File: src/rtl/arb2_mux_ctrl.sv
// Two-requester round-robin arbiter driving the select of a shared 2:1 output mux.
// Bounds consecutive beats per grant under contention; output channel is valid/ready.
module arb2_mux_ctrl #(
    parameter int unsigned WIDTH     = 1,
    parameter int unsigned MAX_BEATS = 4
) (
    input  logic             clk,
    input  logic             rst,
    input  logic             req_a,
    input  logic [WIDTH-1:0] a_data,
    output logic             ack_a,
    input  logic             req_b,
    input  logic [WIDTH-1:0] b_data,
    output logic             ack_b,
    output logic             sel,
    output logic             out_valid,
    input  logic             out_ready,
    output logic [WIDTH-1:0] out_data,
    output logic             busy
);

    localparam int unsigned      CNT_W    = (MAX_BEATS > 1) ? $clog2(MAX_BEATS) : 1;
    localparam logic [CNT_W-1:0] CNT_LAST = CNT_W'(MAX_BEATS - 1);
    localparam logic             SRC_A    = 1'b1;
    localparam logic             SRC_B    = 1'b0;

    typedef enum logic [1:0] {
        IDLE  = 2'd0,
        GNT_A = 2'd1,
        GNT_B = 2'd2
    } state_t;

    state_t           state;
    state_t           state_nx;
    logic             sel_nx;
    logic             last_served;
    logic             last_nx;
    logic [CNT_W-1:0] beat_cnt;
    logic [CNT_W-1:0] cnt_nx;
    logic             beat;
    logic             enter_a;
    logic             enter_b;

    // State, select, fairness pointer and burst counter
    always_ff @(posedge clk or posedge rst) begin
        if (rst) begin
            state       <= IDLE;
            sel         <= SRC_B;
            last_served <= SRC_B;
            beat_cnt    <= '0;
        end else begin
            state       <= state_nx;
            sel         <= sel_nx;
            last_served <= last_nx;
            beat_cnt    <= cnt_nx;
        end
    end

    // Next-state decision and channel handshake
    always_comb begin
        state_nx  = state;
        sel_nx    = sel;
        last_nx   = last_served;
        cnt_nx    = beat_cnt;
        enter_a   = 1'b0;
        enter_b   = 1'b0;

        out_valid = ((state == GNT_A) && req_a) || ((state == GNT_B) && req_b);
        ack_a     = (state == GNT_A) && req_a && out_ready;
        ack_b     = (state == GNT_B) && req_b && out_ready;
        beat      = out_valid && out_ready;
        busy      = (state != IDLE);
        out_data  = sel ? a_data : b_data;

        case (state)
            IDLE: begin
                // On a tie the side not served most recently wins
                if (req_a && (!req_b || (last_served == SRC_B))) begin
                    enter_a = 1'b1;
                end else if (req_b) begin
                    enter_b = 1'b1;
                end
            end
            GNT_A: begin
                if (!req_a) begin
                    if (req_b) enter_b = 1'b1;
                    else       state_nx = IDLE;
                end else if (beat) begin
                    if (beat_cnt == CNT_LAST) begin
                        if (req_b) enter_b = 1'b1;
                    end else begin
                        cnt_nx = beat_cnt + CNT_W'(1);
                    end
                end
            end
            GNT_B: begin
                if (!req_b) begin
                    if (req_a) enter_a = 1'b1;
                    else       state_nx = IDLE;
                end else if (beat) begin
                    if (beat_cnt == CNT_LAST) begin
                        if (req_a) enter_a = 1'b1;
                    end else begin
                        cnt_nx = beat_cnt + CNT_W'(1);
                    end
                end
            end
            default: state_nx = IDLE;
        endcase

        // Grant entry: select moves on the same edge as the state
        if (enter_a) begin
            state_nx = GNT_A;
            sel_nx   = SRC_A;
            last_nx  = SRC_A;
            cnt_nx   = '0;
        end else if (enter_b) begin
            state_nx = GNT_B;
            sel_nx   = SRC_B;
            last_nx  = SRC_B;
            cnt_nx   = '0;
        end
    end

endmodule
File: config.mk
export PLATFORM = sky130hd
export DESIGN_NAME = arb2_mux_ctrl
export DESIGN_NICKNAME = d
export VERILOG_FILES = /design/src/rtl/arb2_mux_ctrl.sv
export SDC_FILE = /design/constraint.sdc
export NUM_CORES = 1
export LEC_CHECK = 0
export ABC_CLOCK_PERIOD_IN_PS = 4800
export CAP_MARGIN = 10
export CORE_MARGIN = 4
export CORE_UTILIZATION = 34
export DETAILED_ROUTE_END_ITERATION = 6
export MAX_ROUTING_LAYER = met4
export SLEW_MARGIN = 20
export SYNTH_ARGS = -nofsm -noshare
export SYNTH_HDL_FRONTEND = slang
export SYNTH_SLANG_ARGS = --single-unit
File: constraint.sdc
create_clock -name clk -period 4.8 [get_ports clk]
set_input_delay 0.72 -clock clk [delete_from_list [all_inputs] [get_ports clk]]
set_output_delay 0.72 -clock clk [all_outputs]
set_load 0.01 [all_outputs]
# Word level (Yosys, flattened, before mapping)
# Index checks and enable logic that the tools add are counted.
[totals]
regBits = 5
in_bits = 7
output_inout_bits = 6
wordCells = 59
[classes]
add_sub_neg = 1
n_eq_ne = 10
mux = 29
bitwise = 1
n_reduce_logical = 15
[ops]
columns = ["operator", "n"]
rows = [
  ["2-bit 2-to-1 mux", 12],
  ["4-bit inequality test (second input constant)", 6],
  ["1-bit 2-to-1 mux", 13],
  ["1-bit logical AND", 6],
  ["2-bit one-hot mux with 3 select lines", 1],
  ["5-bit AND reduction", 1],
  ["2-bit == test (second input constant)", 2],
  ["1-bit one-hot mux with 2 select lines", 2],
  ["2-bit one-hot mux with 2 select lines", 1],
  ["2-bit nonzero test", 2],
  ["4-bit nonzero test", 1],
  ["3-bit inequality test (second input constant)", 1],
  ["3-bit AND reduction", 1],
  ["2-bit by 1-bit adder with 2-bit output (second input constant)", 1],
  ["2-bit by 1-bit == test with 1-bit output (second input constant)", 1],
  ["2-bit logical NOT", 1],
  ["1-bit logical OR", 2],
  ["1-bit logical NOT", 1],
  ["1-bit inverter", 1],
]

# Longest topological paths before layout
# Gate-level depths: netlist of the first run.
[depth]
word_depth = 9
depth_mapped = 6
ltp_nobuf = 6

# Worst setup path after synthesis of the first run
# OpenSTA, ideal clock, no wires.
[synth_timing]
kind = "in2reg"
from = "input port req_a"
to = "register state[0]"
setup_ns = 0.126
t_arrival_ns = 1.675
required_ns = 4.674
path_slack_ns = 2.999
path_stages = 5
path_buffers = 1
path_cell_list = "buf_6 > and2b_2 > a211oi_1 > o211a_1 > a221o_1"
[synth_via]
elab_chain_len = 8
word_cells_on_any_way = 22
classes_between = "eq/ne (5); mux (12); reduce/logical (5)"
[synth_lines]
columns = ["element", "line", "text"]
rows = [
  ["start, declared", "9", "input logic req_a,"],
  ["1-bit logical AND", "68", "out_valid = ((state == GNT_A) && req_a) || ((state == GNT_B) && req_b);"],
  ["1-bit logical OR", "68", ""],
  ["1-bit logical AND", "71", "beat = out_valid && out_ready;"],
  ["1-bit 2-to-1 mux, on equally long branches", "100, 88", ""],
  ["1-bit 2-to-1 mux, on equally long branches", "97, 85", ""],
  ["1-bit one-hot mux with 2 select lines", "75", "case (state)"],
  ["4-bit inequality test (no line), or another cell as far along", "-", ""],
  ["5-bit AND reduction (no line) / 2-bit 2-to-1 mux (equally long branches)", "-", ""],
  ["end signal, assigned", "52", "state <= state_nx;"],
  ["end, declared", "33", "state_t state;"],
]
# Several ways; a longest one is shown, not always the timed one.
# A chain may end at the register's enable or synchronous reset.

# Final worst setup path of the first run
[layout_timing]
from = "input port req_a"
to = "output port ack_a"
[layout_via]
elab_chain_len = 2
[layout_lines]
columns = ["element", "line", "text"]
rows = [
  ["1-bit logical AND (2 in a row)", "69", "ack_a = (state == GNT_A) && req_a && out_ready;"],
  ["end, declared", "11", "output logic ack_a,"],
]
# Every way passes these cells.

==> results of run 1 <==
worst max-delay path, cell delays in order:
cell and delay, ns:
clkdlybuf4s50_1 0.64, and3_2 0.23, clkdlybuf4s50_1 0.52
per-layer routing:
metal / track usage / vias to the layer above / part of all wire
li1: - / 212 / -
met5: - / - / 0
met4: 0.0341 / 0 / 0
met1: 0.153 / 186 / 0.51
met2: 0.157 / 13 / 0.42
met3: 0.0469 / 0 / 0.062
power breakdown:
part	internal [µW]	switching (µW)	total, µW
sequential	57.9	18.3	76.2
combinational	106	102	208
clock	31.4	16.3	47.7
total	195	136	332
metrics by stage:
stage                     instance area (µm²)  total power (µW)  hold slack (ns)  utilization
after CTS                                 654               336            0.544        0.485
final                                     654               332            0.537        0.485
after detailed placement                  628               286            0.534        0.465
after floorplan                           500               216            0.490            -
after global routing                      654               365            0.588        0.485
after global placement                    628               286            0.518        0.465
cell type report:
type,instances,area (µm²)
timing repair buffer,12,120
fill,138,696
inverter,5,18.8
multi-input combinational,38,345
sequential,5,125
tap,15,18.8
clock buffer,4,26.3
registers in the layout, summed over array words and instances (netlist names):
signal,cells
last_served,1
beat_cnt,2
state,2
placed cells by master (no fill, tap or decap), types with 2 or more instances in the layout:
cell type	netlist	routed
ha_1	5	5
clkbuf_4	0	3
nor2_1	3	3
inv_1	5	5
o211a_1	2	2
dfrtp_1	5	5
nand2_1	4	4
clkdlybuf4s50_1	0	12
logic make-up after synthesis:
group | count (synthesis) | share of synthesized area
compound gates | 15 | 0.298
simple gates | 15 | 0.208
buf+inv | 6 | 0.0600
fa+ha+maj | 5 | 0.125
flops | 5 | 0.250
mux | 2 | 0.0425
xor+xnor | 1 | 0.0175
worst paths after layout:
| path | to | slack [ns] | cells past startpoint | from |
|---|---|---|---|---|
| setup / recovery | ack_a | 1.97 | 3 | req_a |
| hold / removal | beat_cnt[1]$_DFFE_PP0P_ | 0.54 | 2 | beat_cnt[1]$_DFFE_PP0P_ |
| setup reg to reg | beat_cnt[1]$_DFFE_PP0P_ | 2.97 | 6 | state[1]$_DFFE_PP0P_ |
| hold reg to reg | beat_cnt[1]$_DFFE_PP0P_ | 0.54 | 2 | beat_cnt[1]$_DFFE_PP0P_ |
| max in group asynchronous | state[1]$_DFFE_PP0P_ | 3.96 | 2 | rst |
| min in group asynchronous | beat_cnt[0]$_DFFE_PP0P_ | 0.67 | 2 | rst |
==> impl_metrics.tcl, run 1 <==
set metrics [dict create \
    dieArea_mm2 0.00215 \
    cts_tree "built" \
    yosysWarningCount 0 \
    fin_tns_setup_ns 0 \
    setup_viol 0 \
    wl_per_cell_um 13.1 \
    fin_nets 77 \
    critPathArrivalTime_ns 2.11 \
    synth_area_leader_cell "dfrtp_1" \
    seq_area_frac_synth 0.250 \
    place.gp.congestion 0.713 \
    grt_overflow 0 \
    synth_top_area_share 0.250 \
    synth.distinct_cells 31 \
    clock_path_buffers 2 \
    syn_avg_cell_area_um2 10.2 \
    io_pins 13 \
    drt-vias-per-instance 5.20 \
    grt_antenna_before_repair 0 \
    htreeDepth 1 \
    ys_ff_latch 5 \
    die-width_um 46.4 \
    grt_usage 0.115 \
    hold_viol 0 \
    post-cts-setup-buffers 0 \
    synthTopCellsByArea "dfrtp_1, ha_1, nor4b_4" \
    synthToLayoutAreaGrowth_pct 30.8 \
    max_slew_margin 0.582 \
    place_ws_ns 1.97 \
    worstPathRequired_ns 4.08 \
    slew_viol_final 0 \
    drive_above_1_share 0.203 \
    clock_latency_ns 0.24 \
    cts.sinks 5 \
    n_antenna_cell 0 \
    fin_cells 79 \
    max_cap_viol_count 0 \
    syn_nets 61 \
    rsz0062_at_grt "false" \
    grt_pass1_vias 385 \
    numCtsBuffers 3 \
    leakagePower_uw 0.000313 \
    grt_pass1_wl_um 1660 \
    worst_slack_ns 1.97 \
    place_inst 75 \
    power_density_mw_per_mm2 507 \
    status "completed" \
    cts_hold_buf 0 \
    synth_edf_count 0 \
    irDropWorstVdd_v 0.000246 \
    synth_commonest_cells "dfrtp_1, ha_1, inv_1" \
    max_freq_mhz 353 \
    drt.antenna.violating_nets 0 \
    clockRootBuffer "clkbuf_4" \
    path_class "in2out" \
    drtPass1Iterations 4 \
    start_kind "primary input" \
    ys.flop_type "dfrtp_1" \
    clk_pin_slew_ns 0.04 \
    synthArstFlopShare 1.00 \
    period_minus_slack_ns 2.83 \
    dr_total_vias 411 \
    initial_core_util 0.371 \
    end_kind "output pin" \
    worstMarginPinSlew_ns 0.620 \
    port-buffer-count 12 \
    die_y_um 46.4 \
    drt_iter0_markers 2 \
    critPathMaxFanout 10 \
    drt_wl_total_um 1030 \
    core_mm2 0.00135 \
    syn_area_um2 500 \
    synth_cells 49 \
    post-route-period-util 0.590 \
    fin_worst_skew_ns 0.00362 \
    hold_class "reg2reg" \
    num_rows 13 \
    drcViolationCount 0 \
    ctsResizeCount 0 \
    grt_max_degree 11 \
]
No activity file was read; power rests on OpenSTA's default activity.
==> run 2, diff against run 1 <==
--- a/config.mk
+++ b/config.mk
@@ -5,7 +5,7 @@
 export SDC_FILE = /design/constraint.sdc
 export NUM_CORES = 1
 export LEC_CHECK = 0
-export ABC_CLOCK_PERIOD_IN_PS = 4800
+export ABC_CLOCK_PERIOD_IN_PS = 2700
 export CAP_MARGIN = 10
 export CORE_MARGIN = 4
 export CORE_UTILIZATION = 34
==> constraint.sdc (replaced) <==
create_clock -name clk -period 2.7 [get_ports clk]
set_input_delay 0.405 -clock clk [delete_from_list [all_inputs] [get_ports clk]]
set_output_delay 0.405 -clock clk [all_outputs]
set_load 0.01 [all_outputs]
==> run 2 against run 1 <==
Effect of this change:
- setup slack worse by 1.5 ns
- global-route usage is 0.80 points higher
- clock skew is 0.00063 ns lower
- combinational power rose by 78%
- non-clock buffer count unchanged
- count of clock-buffer cells in the layout is the same
- via count grew 2.7%
- routed wire length shrank 2.0%
==> impl_metrics.tcl, run 2 (synthesis gave the netlist of run 1 again) <==
set metrics [dict create \
    drtPass1Iterations 4 \
    dieArea_mm2 0.00215 \
    grt_pass1_wl_um 1750 \
    max_freq_mhz 454 \
    grt_overflow 0 \
    ctsResizeCount 0 \
    clock_latency_ns 0.23 \
    die_y_um 46.4 \
    cts_hold_buf 0 \
    worstPathRequired_ns 2.30 \
    leakagePower_uw 0.000313 \
    final_common_cell "clkdlybuf4s50_1" \
    htreeDepth 1 \
    status "completed" \
    port-buffer-count 12 \
    grt_max_degree 11 \
    clock_path_buffers 2 \
    hold_class "in2async" \
    whs_ns 0.360 \
    grt_usage 0.123 \
    dr_total_vias 422 \
    drt-vias-per-instance 5.34 \
    fin_worst_skew_ns 0.00298 \
    setup_viol 0 \
    worstMarginPinSlew_ns 0.610 \
    period_minus_slack_ns 2.20 \
    initial_core_util 0.371 \
    final_cell_mix "clkdlybuf4s50_1, inv_1, ha_1, dfrtp_1, nand2_1" \
    clk_pin_slew_ns 0.04 \
    cts.sinks 5 \
    irDropWorstVdd_v 0.000510 \
    slew_viol_final 0 \
    end_kind "output pin" \
    drt_wl_total_um 1010 \
    io_pins 13 \
    synthToLayoutAreaGrowth_pct 30.8 \
    fin_tns_setup_ns 0 \
    die-width_um 46.4 \
    hpwl_um 791 \
    power_density_mw_per_mm2 899 \
    grt_antenna_before_repair 0 \
    max_cap_viol_count 0 \
    drt_iter0_markers 5 \
    worst_slack_ns 0.496 \
    numCtsBuffers 3 \
    fillers 134 \
    post-cts-setup-buffers 0 \
    drive_above_1_share 0.203 \
    place.gp.congestion 0.709 \
    post-route-period-util 0.816 \
    ff_latch_area_um2 125 \
    cts_tree "built" \
    clockRootBuffer "clkbuf_4" \
    rsz0062_at_grt "false" \
    max_slew_margin 0.589 \
    multi_input_area_um2 345 \
    fin_nets 77 \
    critPathMaxFanout 10 \
    core_mm2 0.00135 \
    place_ws_ns 0.503 \
    reg_top3 "beat_cnt: 2 flops, state: 2 flops, last_served: 1 flops" \
    hold_viol 0 \
    wl_per_cell_um 12.8 \
    r2r_slack_ns 0.84 \
    drt.antenna.violating_nets 0 \
    grt_pass1_vias 404 \
    path_class "in2out" \
    num_rows 13 \
    drcViolationCount 0 \
    start_kind "primary input" \
    critPathArrivalTime_ns 1.80 \
    n_antenna_cell 0 \
]
-- run 2: power by group --
group	switching, µW	internal, µW
sequential	33.7	103
combinational	181	189
clock	26.0	55.6
total	241	347
-- run 2: through the flow --
stage	power (µW)	instances	instance area [µm²]	utilization
6_report	589	79	654	0.485
2_1_floorplan	383	49	500	-
4_1_cts	594	79	654	0.485
5_1_grt	648	79	654	0.485
3_5_place_dp	508	75	628	0.465
3_3_place_gp	508	75	628	0.465
-- run 2: area by class of cell --
cell class / count / share of cell area
Sequential cell: 5 / 0.191
Multi-Input combinational cell: 38 / 0.528
Timing Repair Buffer: 12 / 0.184
Clock buffer: 4 / 0.0402
Tap cell: 15 / 0.0287
Inverter: 5 / 0.0287
-- run 2: final timing paths --
kind | startpoint | cells after the start | endpoint
setup / recovery | req_a | 3 | ack_a
hold / removal | rst | 2 | beat_cnt[0]$_DFFE_PP0P_
min in group clk | beat_cnt[1]$_DFFE_PP0P_ | 2 | beat_cnt[1]$_DFFE_PP0P_
max in group asynchronous | rst | 2 | state[1]$_DFFE_PP0P_
hold reg to reg | beat_cnt[1]$_DFFE_PP0P_ | 2 | beat_cnt[1]$_DFFE_PP0P_
setup reg to reg | state[1]$_DFFE_PP0P_ | 6 | beat_cnt[1]$_DFFE_PP0P_
-- run 2: critical path, stage by stage --
cell and delay (ns):
clkdlybuf4s50_1 0.64, and3_2 0.23, clkdlybuf4s50_1 0.52
-- run 2: layer usage --
layer,GRT usage,vias to the layer above,part of all wire
met5,-,-,0
met4,0.0341,0,0
met3,0.0586,0,0.066
met2,0.168,13,0.40
met1,0.159,194,0.53
li1,-,215,-
==> run 3, diff against run 2 <==
--- a/config.mk
+++ b/config.mk
@@ -5,7 +5,7 @@
 export SDC_FILE = /design/constraint.sdc
 export NUM_CORES = 1
 export LEC_CHECK = 0
-export ABC_CLOCK_PERIOD_IN_PS = 2700
+export ABC_CLOCK_PERIOD_IN_PS = 2100
 export CAP_MARGIN = 10
 export CORE_MARGIN = 4
 export CORE_UTILIZATION = 34
==> constraint.sdc (replaced) <==
create_clock -name clk -period 2.1 [get_ports clk]
set_input_delay 0.315 -clock clk [delete_from_list [all_inputs] [get_ports clk]]
set_output_delay 0.315 -clock clk [all_outputs]
set_load 0.01 [all_outputs]
==> run 3 against run 2 <==
Effect of this change:
- clock skew rose by 0.0025 ns
- core utilization rose by 2.5 points
- power rose by 35%
- design area rose by 5.2%
- via count rose by 2.6%
- largest cell class unchanged
- final cell count rose by 2.5%
- combinational power rose by 37%
- count of clock-buffer cells in the layout did not move
- first-iteration DRC count rose by 100%
- die area did not move
- critical path type is now reg2out
==> impl_metrics.tcl, run 3 (synthesis gave the netlist of run 1 again) <==
set metrics [dict create \
    rsz0062_at_grt "false" \
    clk_pin_slew_ns 0.04 \
    hold_class "in2async" \
    leakagePower_uw 0.000318 \
    power.total_uw 793 \
    clock_latency_ns 0.24 \
    grt_overflow 0 \
    worstMarginPinSlew_ns 0.376 \
    place_inst 77 \
    max_slew_margin 0.748 \
    fin_cells 81 \
    crit_path_end "ack_a" \
    path_class "reg2out" \
    reg_top3 "beat_cnt: 2 flops, state: 2 flops, last_served: 1 flops" \
    final_cell_mix "clkdlybuf4s50_1, inv_1, nand2_1, dfrtp_1" \
    clock_path_buffers 2 \
    drt-vias-per-instance 5.35 \
    num_rows 13 \
    max_freq_mhz 494 \
    numCtsBuffers 3 \
    htreeDepth 1 \
    met1_usage 0.160 \
    post-route-period-util 0.963 \
    grt_pass1_wl_um 1720 \
    cts_tree "built" \
    wl_per_cell_um 12.8 \
    dr_total_vias 433 \
    grt_use_met3 0.0391 \
    max_cap_viol_count 0 \
    core_mm2 0.00135 \
    busiest_layer "met2" \
    r2r_slack_ns 0.35 \
    rr_endpoint "state[0]$_DFFE_PP0P_" \
    irDropWorstVdd_v 0.000657 \
    timing.critical_path.from "state[1]$_DFFE_PP0P_" \
    drt.antenna.violating_nets 0 \
    drcViolationCount 0 \
    period_minus_slack_ns 2.02 \
    final_common_cell "clkdlybuf4s50_1" \
    port-buffer-count 12 \
    slew_viol_final 0 \
    dieArea_mm2 0.00215 \
    fin_worst_skew_ns 0.00546 \
    place.gp.congestion 0.800 \
    worstPathRequired_ns 1.78 \
    r2r_cells 5 \
    die-width_um 46.4 \
    grt_antenna_before_repair 0 \
    grt_pass1_vias 400 \
    grt_usage 0.118 \
    initial_core_util 0.371 \
    n_antenna_cell 0 \
    critPathArrivalTime_ns 1.71 \
    drt_wl_total_um 1040 \
    start_kind "flop" \
    fin_nets 79 \
    drive_above_1_share 0.288 \
    critPathMaxFanout 6 \
    die_y_um 46.4 \
    io_pins 13 \
    cts_hold_buf 0 \
    status "completed" \
    grtUsageMet2 0.165 \
    fin_tns_setup_ns 0 \
    hpwl_um 813 \
    clockRootBuffer "clkbuf_4" \
    fillers 137 \
    cts.sinks 5 \
    power_density_mw_per_mm2 1150 \
    drt_iter0_markers 10 \
    grt_max_degree 9 \
    end_kind "output pin" \
    reg2reg_from "state[0]$_DFFE_PP0P_" \
    hold_viol 0 \
    setup_viol 0 \
    drtPass1Iterations 4 \
    synthToLayoutAreaGrowth_pct 37.5 \
]
run 3: how the worst min path moves through the flow:
stage | start | endpoint | slack, ns | depth (start not counted)
after floorplan | rst | beat_cnt[0]$_DFFE_PP0P_ | 0.09 | 1
after global placement | beat_cnt[1]$_DFFE_PP0P_ | beat_cnt[1]$_DFFE_PP0P_ | 0.51 | 2
after detailed placement | rst | last_served$_DFFE_PP0P_ | 0.52 | 2
after CTS | rst | beat_cnt[1]$_DFFE_PP0P_ | 0.27 | 2
after global routing | rst | state[0]$_DFFE_PP0P_ | 0.29 | 2
final | rst | beat_cnt[1]$_DFFE_PP0P_ | 0.27 | 2
run 3: critical path, cell delays in order, from the launching register on:
cell and delay [ns]:
dfrtp_2 0.44, inv_1 0.10, ha_2 0.23, and3_2 0.18, clkdlybuf4s50_1 0.53
run 3: per-stage QoR:
step | hold WS, ns | util | cell area (µm²) | setup WS (ns)
2_1_floorplan | 0.0935 | - | 500 | 0.482
3_3_place_gp | 0.514 | 0.476 | 643 | 0.121
3_5_place_dp | 0.520 | 0.476 | 643 | 0.126
4_1_cts | 0.274 | 0.496 | 669 | 0.0136
5_1_grt | 0.294 | 0.510 | 688 | 0.0109
6_report | 0.272 | 0.510 | 688 | 0.0773
run 3: what timing repair did:
action                     in CTS  in global routing
buffers inserted                0                  0
gates resized for setup         0                  5
setup endpoints to repair       0                  3
run 3: where the power goes:
| part | internal (µW) | switching, µW | leakage, µW |
|---|---|---|---|
| clock | 71.6 | 36.3 | 0.0000150 |
| sequential | 134 | 44.5 | 0.0000632 |
| combinational | 265 | 241 | 0.000240 |
| total | 471 | 322 | 0.000318 |
run 3: cell type report:
class / count / area (µm²) / area share
clock buffers: 4 / 26.3 / 0.0382
inverters: 5 / 18.8 / 0.0273
multi-input cells: 38 / 363 / 0.527
flip-flops and latches: 5 / 126 / 0.184
well taps: 15 / 18.8 / 0.0273
repair buffers: 14 / 135 / 0.196
run 3: routing by layer:
metal | part of all wire | wire length (µm)
met1 | 0.49 | 512
met2 | 0.44 | 455
met3 | 0.066 | 68
met4 | 0 | 0
met5 | 0 | 0
